## config.mk

```make
export PLATFORM = sky130hd
export DESIGN_NAME = button_debounce
export DESIGN_NICKNAME = d
export VERILOG_FILES = /design/src/rtl/button_debounce_pkg.sv /design/src/rtl/btn_channel.sv /design/src/rtl/button_debounce.sv
export SDC_FILE = /design/constraint.sdc
export NUM_CORES = 1
export LEC_CHECK = 0
export ABC_CLOCK_PERIOD_IN_PS = 8050
export CAP_MARGIN = 25
export CORE_MARGIN = 2
export CORE_UTILIZATION = 37
export CTS_CLUSTER_SIZE = 20
export DETAILED_ROUTE_END_ITERATION = 16
export GPL_TIMING_DRIVEN = 1
export HOLD_SLACK_MARGIN = 0.1
export SLEW_MARGIN = 10
export SYNTH_ARGS = -nofsm -noshare
export SYNTH_HDL_FRONTEND = slang
export SYNTH_SLANG_ARGS = --single-unit
```

## constraint.sdc

```tcl
create_clock -name clk -period 8.05 [get_ports clk]
set_input_delay 1.61 -clock clk [delete_from_list [all_inputs] [get_ports clk]]
set_output_delay 1.61 -clock clk [all_outputs]
set_load 0.01 [all_outputs]
```

## src/rtl/button_debounce_pkg.sv

```systemverilog
// button_debounce_pkg: shared channel state type, timing defaults and timestamp width
package button_debounce_pkg;
  localparam int TS_W = 32;
  localparam int unsigned DEBOUNCE_US_DEF = 5000;
  localparam int unsigned LONG_US_DEF = 1000000;
  typedef enum logic [2:0] {
    IDLE,
    PRESS_WAIT,
    HELD,
    LONG_HELD,
    RELEASE_WAIT
  } ch_state_t;
endpackage

```

## src/rtl/btn_channel.sv

```systemverilog
// btn_channel: synchronizer, debounce/long-press FSM and timestamps for one button
// clk/rst (async, active-low), time_micro (us timestamp), raw (async button),
// level (debounced), press_pulse/release_pulse/long_pulse (one-cycle events)
module btn_channel
  import button_debounce_pkg::*;
#(
  parameter int unsigned DEBOUNCE_US = DEBOUNCE_US_DEF,
  parameter int unsigned LONG_US = LONG_US_DEF
) (
  input  logic            clk,
  input  logic            rst,
  input  logic [TS_W-1:0] time_micro,
  input  logic            raw,
  output logic            level,
  output logic            press_pulse,
  output logic            release_pulse,
  output logic            long_pulse
);
  localparam logic [TS_W-1:0] DEB_T = TS_W'(DEBOUNCE_US);
  localparam logic [TS_W-1:0] LONG_T = TS_W'(LONG_US);
  logic meta, sync;
  ch_state_t state, state_nx;
  logic [TS_W-1:0] stamp, stamp_nx, press_stamp, press_stamp_nx;
  logic long_done, long_done_nx;
  logic level_nx, press_nx, release_nx, long_nx;
  logic [TS_W-1:0] elapsed;
  // modulo-2^32 subtraction keeps intervals exact across timestamp wrap
  assign elapsed = time_micro - stamp;
  always_comb begin
    state_nx = state;
    stamp_nx = stamp;
    press_stamp_nx = press_stamp;
    long_done_nx = long_done;
    level_nx = level;
    press_nx = 1'b0;
    release_nx = 1'b0;
    long_nx = 1'b0;
    case (state)
      IDLE: if (sync) begin
        state_nx = PRESS_WAIT;
        stamp_nx = time_micro;
      end
      PRESS_WAIT: if (!sync) state_nx = IDLE;
      else if (elapsed >= DEB_T) begin
        state_nx = HELD;
        level_nx = 1'b1;
        press_nx = 1'b1;
        stamp_nx = time_micro;
        press_stamp_nx = time_micro;
        long_done_nx = 1'b0;
      end
      // release is checked first so it wins over a coincident long threshold
      HELD: if (!sync) begin
        state_nx = RELEASE_WAIT;
        stamp_nx = time_micro;
      end else if (elapsed >= LONG_T) begin
        state_nx = LONG_HELD;
        long_nx = 1'b1;
        long_done_nx = 1'b1;
      end
      LONG_HELD: if (!sync) begin
        state_nx = RELEASE_WAIT;
        stamp_nx = time_micro;
      end
      // a release glitch resumes the hold timed from the original press
      RELEASE_WAIT: if (sync) begin
        state_nx = long_done ? LONG_HELD : HELD;
        stamp_nx = press_stamp;
      end else if (elapsed >= DEB_T) begin
        state_nx = IDLE;
        level_nx = 1'b0;
        release_nx = 1'b1;
      end
      default: state_nx = IDLE;
    endcase
  end
  always_ff @(posedge clk or negedge rst) begin
    if (!rst) begin
      meta <= 1'b0;
      sync <= 1'b0;
      state <= IDLE;
      stamp <= '0;
      press_stamp <= '0;
      long_done <= 1'b0;
      level <= 1'b0;
      press_pulse <= 1'b0;
      release_pulse <= 1'b0;
      long_pulse <= 1'b0;
    end else begin
      meta <= raw;
      sync <= meta;
      state <= state_nx;
      stamp <= stamp_nx;
      press_stamp <= press_stamp_nx;
      long_done <= long_done_nx;
      level <= level_nx;
      press_pulse <= press_nx;
      release_pulse <= release_nx;
      long_pulse <= long_nx;
    end
  end
endmodule

```

## src/rtl/button_debounce.sv

```systemverilog
// button_debounce: N independent debounced buttons with press/release/long-press pulses
// clk/rst (async, active-low), time_micro (us timestamp), btn_raw (async buttons),
// btn_level (debounced), press_pulse/release_pulse/long_pulse (one-cycle per channel)
module button_debounce
  import button_debounce_pkg::*;
#(
  parameter int unsigned N_BTN = 3,
  parameter int unsigned DEBOUNCE_US = DEBOUNCE_US_DEF,
  parameter int unsigned LONG_US = LONG_US_DEF
) (
  input  logic             clk,
  input  logic             rst,
  input  logic [TS_W-1:0]  time_micro,
  input  logic [N_BTN-1:0] btn_raw,
  output logic [N_BTN-1:0] btn_level,
  output logic [N_BTN-1:0] press_pulse,
  output logic [N_BTN-1:0] release_pulse,
  output logic [N_BTN-1:0] long_pulse
);
  for (genvar i = 0; i < N_BTN; i++) begin : g_ch
    btn_channel #(
      .DEBOUNCE_US(DEBOUNCE_US),
      .LONG_US(LONG_US)
    ) u_ch (
      .clk(clk),
      .rst(rst),
      .time_micro(time_micro),
      .raw(btn_raw[i]),
      .level(btn_level[i]),
      .press_pulse(press_pulse[i]),
      .release_pulse(release_pulse[i]),
      .long_pulse(long_pulse[i])
    );
  end
endmodule

```

==> results of run 1 <==
==> worst min-delay path by stage <==
stage          slack (ps)  depth (start not counted)                           to                        start
2_1_floorplan         330                          0  g_ch[0].u_ch.sync$_DFF_PN0_  g_ch[0].u_ch.meta$_DFF_PN0_
3_3_place_gp          330                          0  g_ch[0].u_ch.sync$_DFF_PN0_  g_ch[0].u_ch.meta$_DFF_PN0_
3_5_place_dp          340                          0  g_ch[0].u_ch.sync$_DFF_PN0_  g_ch[0].u_ch.meta$_DFF_PN0_
4_1_cts               350                          0  g_ch[0].u_ch.sync$_DFF_PN0_  g_ch[0].u_ch.meta$_DFF_PN0_
5_1_grt               360                          0  g_ch[2].u_ch.sync$_DFF_PN0_  g_ch[2].u_ch.meta$_DFF_PN0_
6_report              350                          0  g_ch[0].u_ch.sync$_DFF_PN0_  g_ch[0].u_ch.meta$_DFF_PN0_
==> stage by stage <==
stage	cell area [um2]	util [%]	setup slack, ps	hold slack, ps	total power, mW
finish	18300	41.6	1700	353	6.20
global route	18300	41.6	1390	363	6.67
CTS	18300	41.6	1740	354	6.22
detailed placement	17400	39.4	1170	341	4.90
global placement	17300	39.4	1260	333	4.85
floorplan	16400	-	3030	331	4.20
==> power groups by stage <==
| stage | registers (mW) | logic (mW) | clock network (mW) |
|---|---|---|---|
| finish | 1.73 | 3.18 | 1.28 |
| global route | 1.79 | 3.52 | 1.36 |
| CTS | 1.74 | 3.17 | 1.32 |
| detailed placement | 1.75 | 3.15 | 0 |
| global placement | 1.74 | 3.11 | 0 |
| floorplan | 1.69 | 2.52 | 0 |
==> Yosys cell counts, types with 33 or more instances <==
master | n | area, um2
o21ai_0 | 82 | 410
clkbuf_1 | 44 | 165
ha_1 | 93 | 1160
xnor2_1 | 36 | 315
mux2i_1 | 185 | 1850
mux2_1 | 33 | 372
inv_1 | 122 | 458
nor2_1 | 95 | 357
a21oi_1 | 115 | 576
nand2_1 | 97 | 364
dfrtp_1 | 222 | 5560
mux2_2 | 48 | 541
==> registers in the layout, indices dropped and copies added (netlist names) <==
signal                   flops
g_ch.u_ch.level              3
g_ch.u_ch.state              9
g_ch.u_ch.long_done          3
g_ch.u_ch.long_pulse         3
g_ch.u_ch.press_stamp       96
g_ch.u_ch.meta               3
g_ch.u_ch.release_pulse      3
g_ch.u_ch.sync               3
g_ch.u_ch.press_pulse        3
g_ch.u_ch.stamp             96
==> final cells by class <==
| type | instances | area [um2] |
|---|---|---|
| inverter | 122 | 458 |
| fill | 4359 | 25700 |
| multi-input combinational | 1268 | 9880 |
| timing repair buffer | 78 | 723 |
| tap | 592 | 741 |
| clock buffer | 44 | 852 |
| clock inverter | 7 | 95.1 |
| sequential | 222 | 5560 |
| antenna | 1 | 2.50 |
==> logic make-up (layout without fill, tap and decap cells) <==
kind of cell / after synthesis / count (layout) / synth area share [%]
AO/OA/AOI/OAI: 428 / 428 / 17.7
AND/OR/NAND/NOR: 389 / 389 / 12.2
multiplexers: 293 / 293 / 19.3
buffers and inverters: 225 / 251 / 6.23
flip-flops: 222 / 222 / 33.8
adder cells (fa/ha/maj): 96 / 96 / 7.45
XOR/XNOR: 62 / 62 / 3.31
other: 0 / 1 / 0
==> worst register-to-register path: stages (launching register included) <==
cell and delay [ps]:
dfrtp_1 330, inv_1 50, ha_1 440, a21o_1 320, a311oi_1 260, nor2_1 130
o311a_1 330, a211oi_1 490, o21ai_0 210, xnor2_1 220, nand4_1 160, nor3_2 530
or4b_2 660, buf_4 380, mux2_1 360
==> per-layer routing <==
metal  vias up  routed length, um  global-route usage [%]
met5         -                  0                       0
met4         0               1140                    5.00
met3        75               1620                    2.36
met2       244              19800                    30.6
met1      6469              20100                    24.8
li1       6251                  -                       -
==> results.md, run 1 <==
* CTS tree: yes
* Slowest stage delay, CP at about 660 ps
* Die width at around 210 um
* FF-to-FF End: g_ch[1].u_ch.press_stamp[24]$_DFFE_PN0P_
* Iter 0 DRT Violations at 865
* DR DRC count at 0
* Endpoints failing setup at 0
* Area grow syn2layout at 11.4%
* Crit end category: flop
* Post-DP HPWL at between 30000 and 40000 um
* Synthesis Warnings at 0
* Syn_area_per_cell at around 9.6 um2
* DIE AREA at about 0.046 mm2
* Post-synthesis async set-or-reset flop share at 100%
* CP endpoint: g_ch[1].u_ch.press_stamp[24]$_DFFE_PN0P_
* Crit Reg-Reg Startpoint: g_ch[1].u_ch.stamp[8]$_DFFE_PN0P_
* Seq cells post-synth at between 200 and 250
* Leakage at between 7 and 8 nW
* Pwr dens at between 300 and 400 mW/mm2
* Worst hold path class: reg2reg
* Clock buffer depth at 3
* Post-Route WL at between 40000 and 50000 um
* Clock root buffer: clkbuf_16
* CP Buf/Inv Count at 3
* FP Rows at 77
* Max FO, Critical Path at 21
* Internal power at 3.68 mW
* First-pass GRT wire length at roughly 69000 um
* Clock H-tree levels at 1
* Final TNS setup at 0 ps
* Clock Power Share at about 21%
* Relative slew slack at ~34%
* Peak supply drop at about 0.16 mV
* Overall routing resource usage at between 15 and 20%
* Post-route clock period utilization at between 70% and 80%
* Vias at about 13k
* Status: finished, final reports clean
* PortBufs at 48
* Hold buffers post-CTS at 0
* Synthesized Nets at ~1.8k
* Layout cells sized above 1 at 10.9%
* GRT Residual Overflow at 0
* Clock transition at path regs at approximately 60 ps
* Seq pwr share at about 28%
* CP required at 8480 ps
* Critical path depth in cells at 15
* Cts bufs inserted at 28
* Slowest-stage cell, CP: or4b_2
* CP Launch Type: input pin
* Largest net degree at the start of global routing at about 120
* WL per Instance at roughly 18 um
* Critical Path Start: time_micro[1]
* Post-cts resize count at 0
* Core Region at between 0.04 and 0.05 mm2
* Comb pwr share at between 50% and 60%
* Critical Path, Cell by Cell: clkdlybuf4s50_1 > inv_1 > fa_1 > nand2b_1 > a21bo_2 > a211oi_1 > nor3_1 > o31ai_1 > xor2_1 > nor4b_2 > nand4_1 > nor3_2 > or4b_2 > buf_4 > mux2_1
* NetSw at roughly 2.5 mW
* Gate Count Post-Synth at 1715
* Vias in the first global route at 13.0k
* R2R Setup Slk at 3060 ps
* Synth unique cells at a little over 90
* DP Cell Count at around 2.3k
* Final Slew Violations at 0
* Commonest non-fill, non-tap cell in the layout: dfrtp_1
* Vias per Instance at between 5 and 6
* Final nets at between 1.5k and 2k
* Worst skew pair latency at 550 ps
* Kind of cell adding the most delay to the critical path: simple AND/OR/NAND/NOR gates
* Starting Density at between 30% and 40%
* Post-synth EDFFs at 0
* Mapped cell area at roughly 0.016 mm2
* Most frequent cells in the layout: 222 x dfrtp_1, 185 x mux2i_1, 122 x inv_1
* TritonRoute pass-1 iters at 5
* CTS sink cnt at around 220
* Unrepaired setup endpoints after global routing: no
* Top FF cell, synth: dfrtp_1
* Final std cells w/o fill at between 2k and 2.5k
* Arrival time at the worst endpoint at between 6000 and 7000 ps
* Setup Skew at approximately 13 ps
* Sequential element share of the synthesized area at about 34%
* I/O pin total at 49
* Worst-margin pin slew at 991 ps
* Min cycle time layout at between 6000 and 7000 ps
* Max Cap Viol at 0
* GP Congestion at a little over 0.9
* Achievable frequency at approximately 0.16 GHz
* Antenna Violating Nets Remaining at 0
* Crit Path Class: in2reg
* Height of the die at between 200 and 250 um
* Reg2reg path depth at 14
* Final hold violations at 0
* Net Sw Frac at slightly above 40%
* Setup bufs post-CTS at 0
* Initial antenna violation count at 0
Power figures use the tool's default switching activity.
==> run 2, diff against run 1 <==
--- a/config.mk
+++ b/config.mk
@@ -5,7 +5,7 @@
 export SDC_FILE = /design/constraint.sdc
 export NUM_CORES = 1
 export LEC_CHECK = 0
-export ABC_CLOCK_PERIOD_IN_PS = 8050
+export ABC_CLOCK_PERIOD_IN_PS = 5400
 export CAP_MARGIN = 25
 export CORE_MARGIN = 2
 export CORE_UTILIZATION = 37
==> constraint.sdc (replaced) <==
create_clock -name clk -period 5.4 [get_ports clk]
set_input_delay 1.08 -clock clk [delete_from_list [all_inputs] [get_ports clk]]
set_output_delay 1.08 -clock clk [all_outputs]
set_load 0.01 [all_outputs]
==> run 2 against run 1 <==
Net effect:
- first-iteration DRC count fell by 27%
- sequential power rose by 50%
- critical path type unchanged
- largest cell class unchanged
- via count grew 2.7%
- critical endpoint is now g_ch[2].u_ch.press_stamp[26]$_DFFE_PN0P_
==> results.md, run 2 (synthesis gave the netlist of run 1 again) <==
* Overall routing resource usage at 19.4% (was 18.3%)
* Initial antenna violation count at 0 (unchanged)
* Clock transition at path regs at 60 ps (about the same)
* Post-place instance area at 0.0187 mm2 (was 0.0174 mm2)
* Top flop regs: g_ch.u_ch.press_stamp (96), g_ch.u_ch.stamp (96), g_ch.u_ch.state (9) (unchanged)
* Post-Route WL at 44900 um (was 42700 um)
* Util after Layout at 44.4% (was 41.6%)
* Design Power at 9.60 mW (was 6.20 mW)
* Most frequent cells in the layout: 222 x dfrtp_1, 185 x mux2i_1, 167 x buf_4 (was 222 x dfrtp_1, 185 x mux2i_1, 122 x inv_1)
* Final nets at 2005 (was 1853)
* CP required at 5810 ps (was 8480 ps)
* Worst skew pair latency at 540 ps (was 550 ps)
* Status: finished, final reports clean (unchanged)
* Relative slew slack at 52.6% (was 34.0%)
* I/O pin total at 49 (unchanged)
* Clock buffer depth at 3 (unchanged)
* CTS tree: yes (unchanged)
* TritonRoute pass-1 iters at 6 (was 5)
* Slowest-stage cell, CP: clkdlybuf4s50_1 (was or4b_2)
* Layout cells sized above 1 at 18.1% (was 10.9%)
* Vias at 13.4k (was 13.0k)
* GRT Residual Overflow at 0 (unchanged)
* Clock H-tree levels at 1 (unchanged)
* Starting Density at 37.3% (unchanged)
* Pwr dens at 491 mW/mm2 (was 338 mW/mm2)
* Post-DP HPWL at 35300 um (was 31700 um)
* Vias per Instance at 5.40 (was 5.59)
* Slowest stage delay, CP at 560 ps (was 660 ps)
* Leakage at 8.75 nW (was 7.98 nW)
* Max FO, Critical Path at 20 (was 21)
* Peak supply drop at 0.214 mV (was 0.157 mV)
* Unrepaired setup endpoints after global routing: no (unchanged)
* Min cycle time layout at slightly above 5000 ps
* Crit end category: flop (unchanged)
* GP Congestion at 0.915 (about the same)
* First-pass GRT wire length at 72700 um (was 68900 um)
* DR DRC count at 0 (unchanged)
* CTS sink cnt at 222 (unchanged)
* Final Slew Violations at 0 (unchanged)
* FP Rows at 77 (unchanged)
* Crit Path Class: in2reg (unchanged)
* Max Cap Viol at 0 (unchanged)
* CP Buf/Inv Count at 3 (unchanged)
* Commonest non-fill, non-tap cell in the layout: dfrtp_1 (unchanged)
* Hold buffers post-CTS at 0 (unchanged)
* Hold_ws at 347 ps (was 353 ps)
* Height of the die at 215 um (unchanged)
* Final hold violations at 0 (unchanged)
* Setup bufs post-CTS at 0 (unchanged)
* Arrival time at the worst endpoint at 5600 ps (was 6780 ps)
* Worst hold path class: reg2reg (unchanged)
* Post-route clock period utilization at just under 100%
* CP Launch Type: input pin (unchanged)
* Area grow syn2layout at 19.0% (was 11.4%)
* # diodes at 0 (was 1)
* PortBufs at 48 (unchanged)
* Cts bufs inserted at 25 (was 28)
* Clock root buffer: clkbuf_16 (unchanged)
* Critical Path, Cell by Cell: clkdlybuf4s50_1 > buf_4 > ha_1 > a21oi_4 > o21ai_2 > a221oi_4 > o31a_2 > nand2_1 > or4_1 > a311o_1 > nor4_2 > o2111a_2 > nor3_4 > buf_12 > mux2_4 (was clkdlybuf4s50_1 > inv_1 > fa_1 > nand2b_1 > a21bo_2 > a211oi_1 > nor3_1 > o31ai_1 > xor2_1 > nor4b_2 > nand4_1 > nor3_2 > or4b_2 > buf_4 > mux2_1)
* Fin area at 0.0196 mm2 (was 0.0183 mm2)
* Die width at 215 um (unchanged)
* Largest net degree at the start of global routing at 99 (was 124)
* DIE AREA at 0.0461 mm2 (unchanged)
* Antenna Violating Nets Remaining at 0 (unchanged)
* WL per Instance at 18.1 um (was 18.3 um)
* Place WS at -332 ps (was 1170 ps)
* Achievable frequency at approximately 0.19 GHz
* Setup Skew at 14.4 ps (was 13.4 ps)
* Iter 0 DRT Violations at 631 (was 865)
* Post-cts resize count at 0 (unchanged)
* Final setup margin at 215 ps (was 1700 ps)
* Worst-margin pin slew at 711 ps (was 991 ps)
* Core Region at 0.0440 mm2 (unchanged)
* Endpoints failing setup at 0 (unchanged)
* Kind of cell adding the most delay to the critical path: compound AO/OA/AOI/OAI gates (was simple AND/OR/NAND/NOR gates)
* Vias in the first global route at 13.4k (was 13.0k)
==> run 2: per-stage QoR <==
step	TNS (ps)	cells
final	0	2481
after global routing	0	2481
after CTS	0	2481
after detailed placement	-25640	2437
after global placement	-26320	2437
after floorplan	0	1715
==> run 2: final timing paths <==
path                                              startpoint                                       end  slack (ps)  cells past startpoint
max in group asynchronous                                rst  g_ch[1].u_ch.press_stamp[25]$_DFFE_PN0P_        3860                      2
hold reg to reg                  g_ch[1].u_ch.meta$_DFF_PN0_               g_ch[1].u_ch.sync$_DFF_PN0_         350                      0
hold / removal                   g_ch[1].u_ch.meta$_DFF_PN0_               g_ch[1].u_ch.sync$_DFF_PN0_         350                      0
min in group asynchronous                                rst         g_ch[0].u_ch.stamp[7]$_DFFE_PN0P_         520                      1
setup reg to reg           g_ch[2].u_ch.stamp[1]$_DFFE_PN0P_  g_ch[2].u_ch.press_stamp[26]$_DFFE_PN0P_        1120                     14
setup / recovery                               time_micro[8]  g_ch[2].u_ch.press_stamp[26]$_DFFE_PN0P_         210                     15
==> run 2: worst register-to-register path, delay by kind of cell, from the launching register on <==
family	cells	cell delay [ps]
adder cells (fa/ha/maj)	1	290
flip-flops	1	370
AND/OR/NAND/NOR	6	1460
AO/OA/AOI/OAI	4	1440
multiplexers	1	350
buffers and inverters	2	250
==> run 2: final cells by class <==
| class | count | area, um2 |
|---|---|---|
| clock buffer | 34 | 709 |
| clock inverter | 10 | 115 |
| sequential | 222 | 5560 |
| inverter | 122 | 458 |
| timing repair buffer | 233 | 2100 |
| multi-input combinational | 1268 | 9880 |
| tap | 592 | 741 |
| fill | 4266 | 24500 |
==> run 2: where the power goes <==
part / internal [mW] / total, mW / switching [mW]
combinational: 2.43 / 5.30 / 2.88
clock: 1.01 / 1.71 / 0.693
sequential: 2.30 / 2.59 / 0.295
total: 5.74 / 9.60 / 3.86
==> run 2: metal layers <==
metal  global-route usage, %  share of wire (%)
met1                    27.4                 49
met5                       0                  0
met2                    31.8                 46
met3                    1.80                2.7
met4                    4.79                2.1
==> patch 1, RTL diff (flow settings as in run 1) <==
`N_BTN`: 3 -> 2.
--- a/src/rtl/button_debounce.sv
+++ b/src/rtl/button_debounce.sv
@@ -4,7 +4,7 @@
 module button_debounce
   import button_debounce_pkg::*;
 #(
-  parameter int unsigned N_BTN = 3,
+  parameter int unsigned N_BTN = 2,
   parameter int unsigned DEBOUNCE_US = DEBOUNCE_US_DEF,
   parameter int unsigned LONG_US = LONG_US_DEF
 ) (
Ports: changed (5 resized); port bits go from 49 to 44. No check against the original RTL was run, so the function may have changed too.
==> patch 1 against run 1 <==
- hold slack got worse by 0.0048 ns
- power down 44%
- sequential cell count is 74 lower
- worst setup slack improved by 0.46 ns
- critical path type unchanged
- routed wire length fell by 38%
- design area is 33% lower
- area after synthesis down 33%
- clock power is 41% lower
- first-iteration DRC count decreased by 40%
- critical path depth unchanged
- sequential share of layout area fell by 0.072 points
==> patch 1: results (changes against run 1) <==
Placed Cells 1562 (-32%); Critical Path AT 6.25 ns (-0.53 ns); outcome finished, final reports clean; global placer's final weighted congestion 0.899 (-1.7%); Placement Cell Area 11700 µm² (-33%); VDD IR max 146 µV (-7.2%); dpl hpwl 20.0 mm (-37%); IO Port Bufs 43 (-10%); critical-path cell with the highest stage delay o31a_2; proportion of total power due to net switching 40.5% (-0.16 points); fill cell count 2887 (-34%); buffer depth of the longest clock path 2 (-1); Synth Area in Compound Gates 17.3% (-0.40 points); synth cell count leaders dfrtp_1 (148), mux2i_1 (124), nand2_1 (100); total number of vias 8871 (-32%); category of cells accounting for the largest share of critical-path delay compound AO/OA/AOI/OAI gates; leakage dissipation 5.27 nW (-34%); skew final 0.0133 ns (-0.000117 ns); share of the yosys chip area belonging to registers 33.5% (-0.33 points); source of the worst register-to-register timing path g_ch[1].u_ch.stamp[0]; final std cell area, no fill 12200 µm² (-33%); peak per-stage delay on the critical path 0.71 ns (+0.05 ns); PostCTS Resize Cnt 0 (unchanged); vias in the first global route 8530 (-34%); Peak Freq 170 MHz (+7.7%); number of instances in the synthesized netlist 1189 (-31%); share of final-layout standard cells stronger than drive strength 1 6.06% (-4.9 points); Clk Latency, worst-skew pair 0.44 ns (-0.11 ns); reg2reg end g_ch[1].u_ch.stamp[5]; global routing usage summed across all routing layers 17.5% (-0.83 points); count of cell types in the netlist 82 (-12%); Critical path origin time_micro[0]; minimum setup slack after placement 1.73 ns (+0.562 ns); vias per std cell 5.56 (-0.51%); H-tree depth 4 (+3); final net count 1292 (-30%); worst-case hold slack 0.348 ns (-0.00483 ns); TritonCTS buffer count 17 (-39%); highest fanout seen on the critical path 27 (+29%); maximum number of pins on one net before global-route repair 70 (-44%); share of cell area taken by muxes after synthesis 18.2% (-1.0 points); Adder-Cell Fraction of Synth Area 7.38% (-0.073 points); violation count after the first detailed-route iteration 519 (-40%); wire length of the first global-routing pass 43.6 mm (-37%); Largest regs g_ch.u_ch.press_stamp (64), g_ch.u_ch.stamp (64), g_ch.u_ch.state (6); setup slack of the most critical reg-to-reg path 3.53 ns (+0.47 ns); cell accounting for the most synthesized area dfrtp_1; final sum of negative setup slack 0 ns (unchanged); DR WL/cell 16.7 µm (-8.8%); top area cells in the synthesized netlist dfrtp_1 (33%), mux2i_1 (11%), ha_1 (7.0%), mux2_1 (6.2%), a21oi_1 (4.0%); relative slew slack 41.6% (+7.6 points); number of cell instances on the worst register-to-register path 13 (-1)
patch 1: per-layer routing:
metal	global-route usage [%]	up-vias	wire, µm
li1	-	4352	-
met3	2.68	35	700
met1	22.6	4341	12400
met2	29.8	143	13000
met5	0	-	0
met4	5.68	0	464
patch 1: area by class of cell:
class                      count  share of cell area (%)
multi-input combinational    901                    54.9
sequential                   148                    30.3
timing repair buffer          49                    4.00
tap                          390                    3.99
clock buffer                  18                    3.59
inverter                      75                    2.30
clock inverter                14                   0.951
antenna                        1                  0.0205
patch 1: cell families after synthesis:
family	count (synthesis)
fa+ha+maj	64
compound gates	287
xor+xnor	28
mux	193
buf+inv	140
simple gates	329
flops	148
patch 1: power groups by stage:
stage	logic (W)	registers (W)	clock network [W]
after global routing	0.00182	0.00112	0.000807
after detailed placement	0.00162	0.00110	0
after CTS	0.00163	0.00109	0.000779
final	0.00163	0.00109	0.000757
after global placement	0.00160	0.00109	0
after floorplan	0.00129	0.00107	0
==> patch 2, RTL diff (flow settings as in run 1) <==
Made on the original files. Register the inputs `time_micro` and `btn_raw` before use, without a reset. The logic sees them one clock later.
--- a/src/rtl/button_debounce.sv
+++ b/src/rtl/button_debounce.sv
@@ -17,6 +17,15 @@
   output logic [N_BTN-1:0] release_pulse,
   output logic [N_BTN-1:0] long_pulse
 );
+
+  logic [TS_W-1:0] time_micro_q;
+  logic [N_BTN-1:0] btn_raw_q;
+
+  always_ff @(posedge clk) begin
+      time_micro_q <= time_micro;
+      btn_raw_q    <= btn_raw;
+  end
+
   for (genvar i = 0; i < N_BTN; i++) begin : g_ch
     btn_channel #(
       .DEBOUNCE_US(DEBOUNCE_US),
@@ -24,8 +33,8 @@
     ) u_ch (
       .clk(clk),
       .rst(rst),
-      .time_micro(time_micro),
-      .raw(btn_raw[i]),
+      .time_micro(time_micro_q),
+      .raw(btn_raw_q[i]),
       .level(btn_level[i]),
       .press_pulse(press_pulse[i]),
       .release_pulse(release_pulse[i]),
Check against the original RTL: same outputs for any inputs over 4 cycles, from zero or initial values and one cycle with rst low; that may be too few to reach the edited logic, so the function may still have changed.
==> patch 2 against run 1 <==
- worst setup slack gained 1.2 ns
- design area grew 1.8%
- routed wire length shrank 2.7%
- non-clock buffer count shrank 17
- power grew 4.5%
- area after synthesis grew 1.2%
- first-iteration DRC count grew 13%
- sequential power grew 12%
- global-route usage shrank 0.51 points
- synthesized cell count grew 0.17%
- via count shrank 1.6%
- clock skew grew 0.012 ns
- sequential cell count grew 35
- largest cell class unchanged
- highest routed layer unchanged
==> patch 2: results (changes against run 1) <==
Worst-path clk slew 0.06 ns (about the same); fraction of synthesis flops using an asynchronous set or reset pin 86.4% (-14 points); violation count after the first detailed-route iteration 980 (+13%); PostCTS Resize Cnt 0 (unchanged); Critical Path AT 5.56 ns (-1.22 ns); number of nets in the synthesized netlist 1851 (+0.16%); TritonCTS buffer count 31 (+11%); buffer depth of the longest clock path 3 (unchanged); most used flip-flop cell after synthesis dfrtp_1; synth cell count leaders dfrtp_1 (222), mux2i_1 (186), inv_1 (129); Adder-Cell Fraction of Synth Area 7.36% (-0.087 points); DR WL/cell 17.7 µm (-3.1%); top area cells in the synthesized netlist dfrtp_1 (33%), mux2i_1 (11%), ha_1 (7.0%), mux2_2 (5.1%), dfxtp_1 (4.2%); source of the worst register-to-register timing path time_micro_q[1]; setup slack of the most critical reg-to-reg path 2.94 ns (-0.12 ns); maximum number of pins on one net before global-route repair 116 (-6.5%); relative slew slack 33.6% (-0.31 points); share of final-layout standard cells stronger than drive strength 1 9.75% (-1.2 points); highest fanout seen on the critical path 32 (+52%); First-pass DRT Iterations 5 (unchanged); area of the die 46600 µm² (+1.2%); Largest regs g_ch.u_ch.press_stamp (96), g_ch.u_ch.stamp (96), time_micro_q (32); type of the most critical hold path flip-flop to flip-flop; total inserted antenna cells 0 (-1); VDD IR max 195 µV (+24%); global placer's final weighted congestion 0.920 (+0.65%); library cell used as clock root buffer clkbuf_16; Post-CTS Setup Bufs 0 (unchanged); count of cell types in the netlist 84 (-9.7%); hold endpoint g_ch[1].u_ch.meta; share of the yosys chip area belonging to registers 37.6% (+3.8 points); reg2reg end g_ch[2].u_ch.stamp[0]; outcome finished, final reports clean; leakage dissipation 8.15 nW (+2.1%); skew final 0.0252 ns (+0.0118 ns); Hold Crit Start btn_raw_q[1]; dpl hpwl 30.4 mm (-4.2%); wire length of the first global-routing pass 68.0 mm (-1.4%); Synth Area in Compound Gates 16.1% (-1.6 points); parity-gate share of the synthesized area counting xor and xnor cells 3.00% (-0.30 points); Clk Latency, worst-skew pair 0.58 ns (+0.03 ns); number of cell instances on the worst register-to-register path 14 (unchanged); H-tree depth 1 (unchanged); fill cell count 4292 (-1.5%); global routing usage summed across all routing layers 17.8% (-0.51 points); total number of vias 12800 (-1.6%); share of cell area taken by muxes after synthesis 18.5% (-0.84 points)
==> patch 2: how the worst max path moves through the flow <==
stage | start | slack, ns | cells after the start | to
finish | time_micro_q[1] | 2.94 | 14 | g_ch[2].u_ch.stamp[0]
global route | time_micro_q[1] | 2.67 | 14 | g_ch[2].u_ch.stamp[0]
CTS | time_micro_q[1] | 3.01 | 14 | g_ch[2].u_ch.stamp[0]
detailed placement | time_micro_q[1] | 3.07 | 14 | g_ch[2].u_ch.stamp[0]
global placement | time_micro_q[2] | 3.13 | 13 | g_ch[0].u_ch.press_stamp[0]
floorplan | time_micro_q[0] | 4.08 | 16 | g_ch[0].u_ch.press_stamp[24]
==> patch 2: area by class of cell <==
type	instances	area (µm²)	share of cell area, %
clock buffers	45	920	4.94
clock inverters	13	140	0.752
inverters	129	484	2.60
multi-input cells	1248	9480	50.9
flip-flops and latches	257	6260	33.6
well taps	592	741	3.98
repair buffers	61	616	3.30
==> patch 2: logic make-up (layout without fill, tap and decap cells) <==
group,count (synthesis),count (layout)
adders and majority gates,96,96
AOI/OAI and AO/OA,410,410
DFF,257,257
and+or+nand+nor,392,392
xor gates and xnor gates,57,57
muxes,293,293
buffers and inverters,213,248
==> patch 2: layer usage <==
| layer | share of wire (%) | routed length, µm | GRT usage, % | up-vias |
|---|---|---|---|---|
| met4 | 2.5 | 1050 | 4.95 | 0 |
| met5 | 0 | 0 | 0 | - |
| met2 | 44 | 18100 | 27.4 | 279 |
| met1 | 50 | 20700 | 26.0 | 6235 |
| li1 | - | - | - | 6249 |
| met3 | 4.2 | 1730 | 2.44 | 64 |
==> patch 2: worst max-delay path, cell delays in order (launching register included) <==
cell	delay, ns
dfxtp_1	0.46
inv_1	0.21
fa_1	0.47
nand2b_1	0.19
a21oi_1	0.43
o2111ai_1	0.33
a211oi_1	0.50
nor2_1	0.12
xnor2_1	0.17
or4_1	0.54
or4_1	0.45
nor3b_1	0.35
o21ai_4	0.09
buf_4	0.32
mux2_2	0.35
==> patch 2: power by group <==
group | leakage [nW] | internal [W] | switching [W]
clock network | 0.510 | 0.000857 | 0.000571
logic | 4.71 | 0.00130 | 0.00181
registers | 2.92 | 0.00172 | 0.000209
total | 8.15 | 0.00389 | 0.00259
==> patch 2: per-stage QoR <==
stage          hold WS, ns  instances  instance area (µm²)  setup slack [ns]
5_1_grt              0.322       2345                18600              2.67
3_3_place_gp         0.319       2285                17500              3.13
3_5_place_dp         0.320       2285                17500              3.07
2_1_floorplan        0.316       1718                16600              4.08
4_1_cts              0.323       2343                18600              3.01
6_report             0.321       2345                18600              2.94
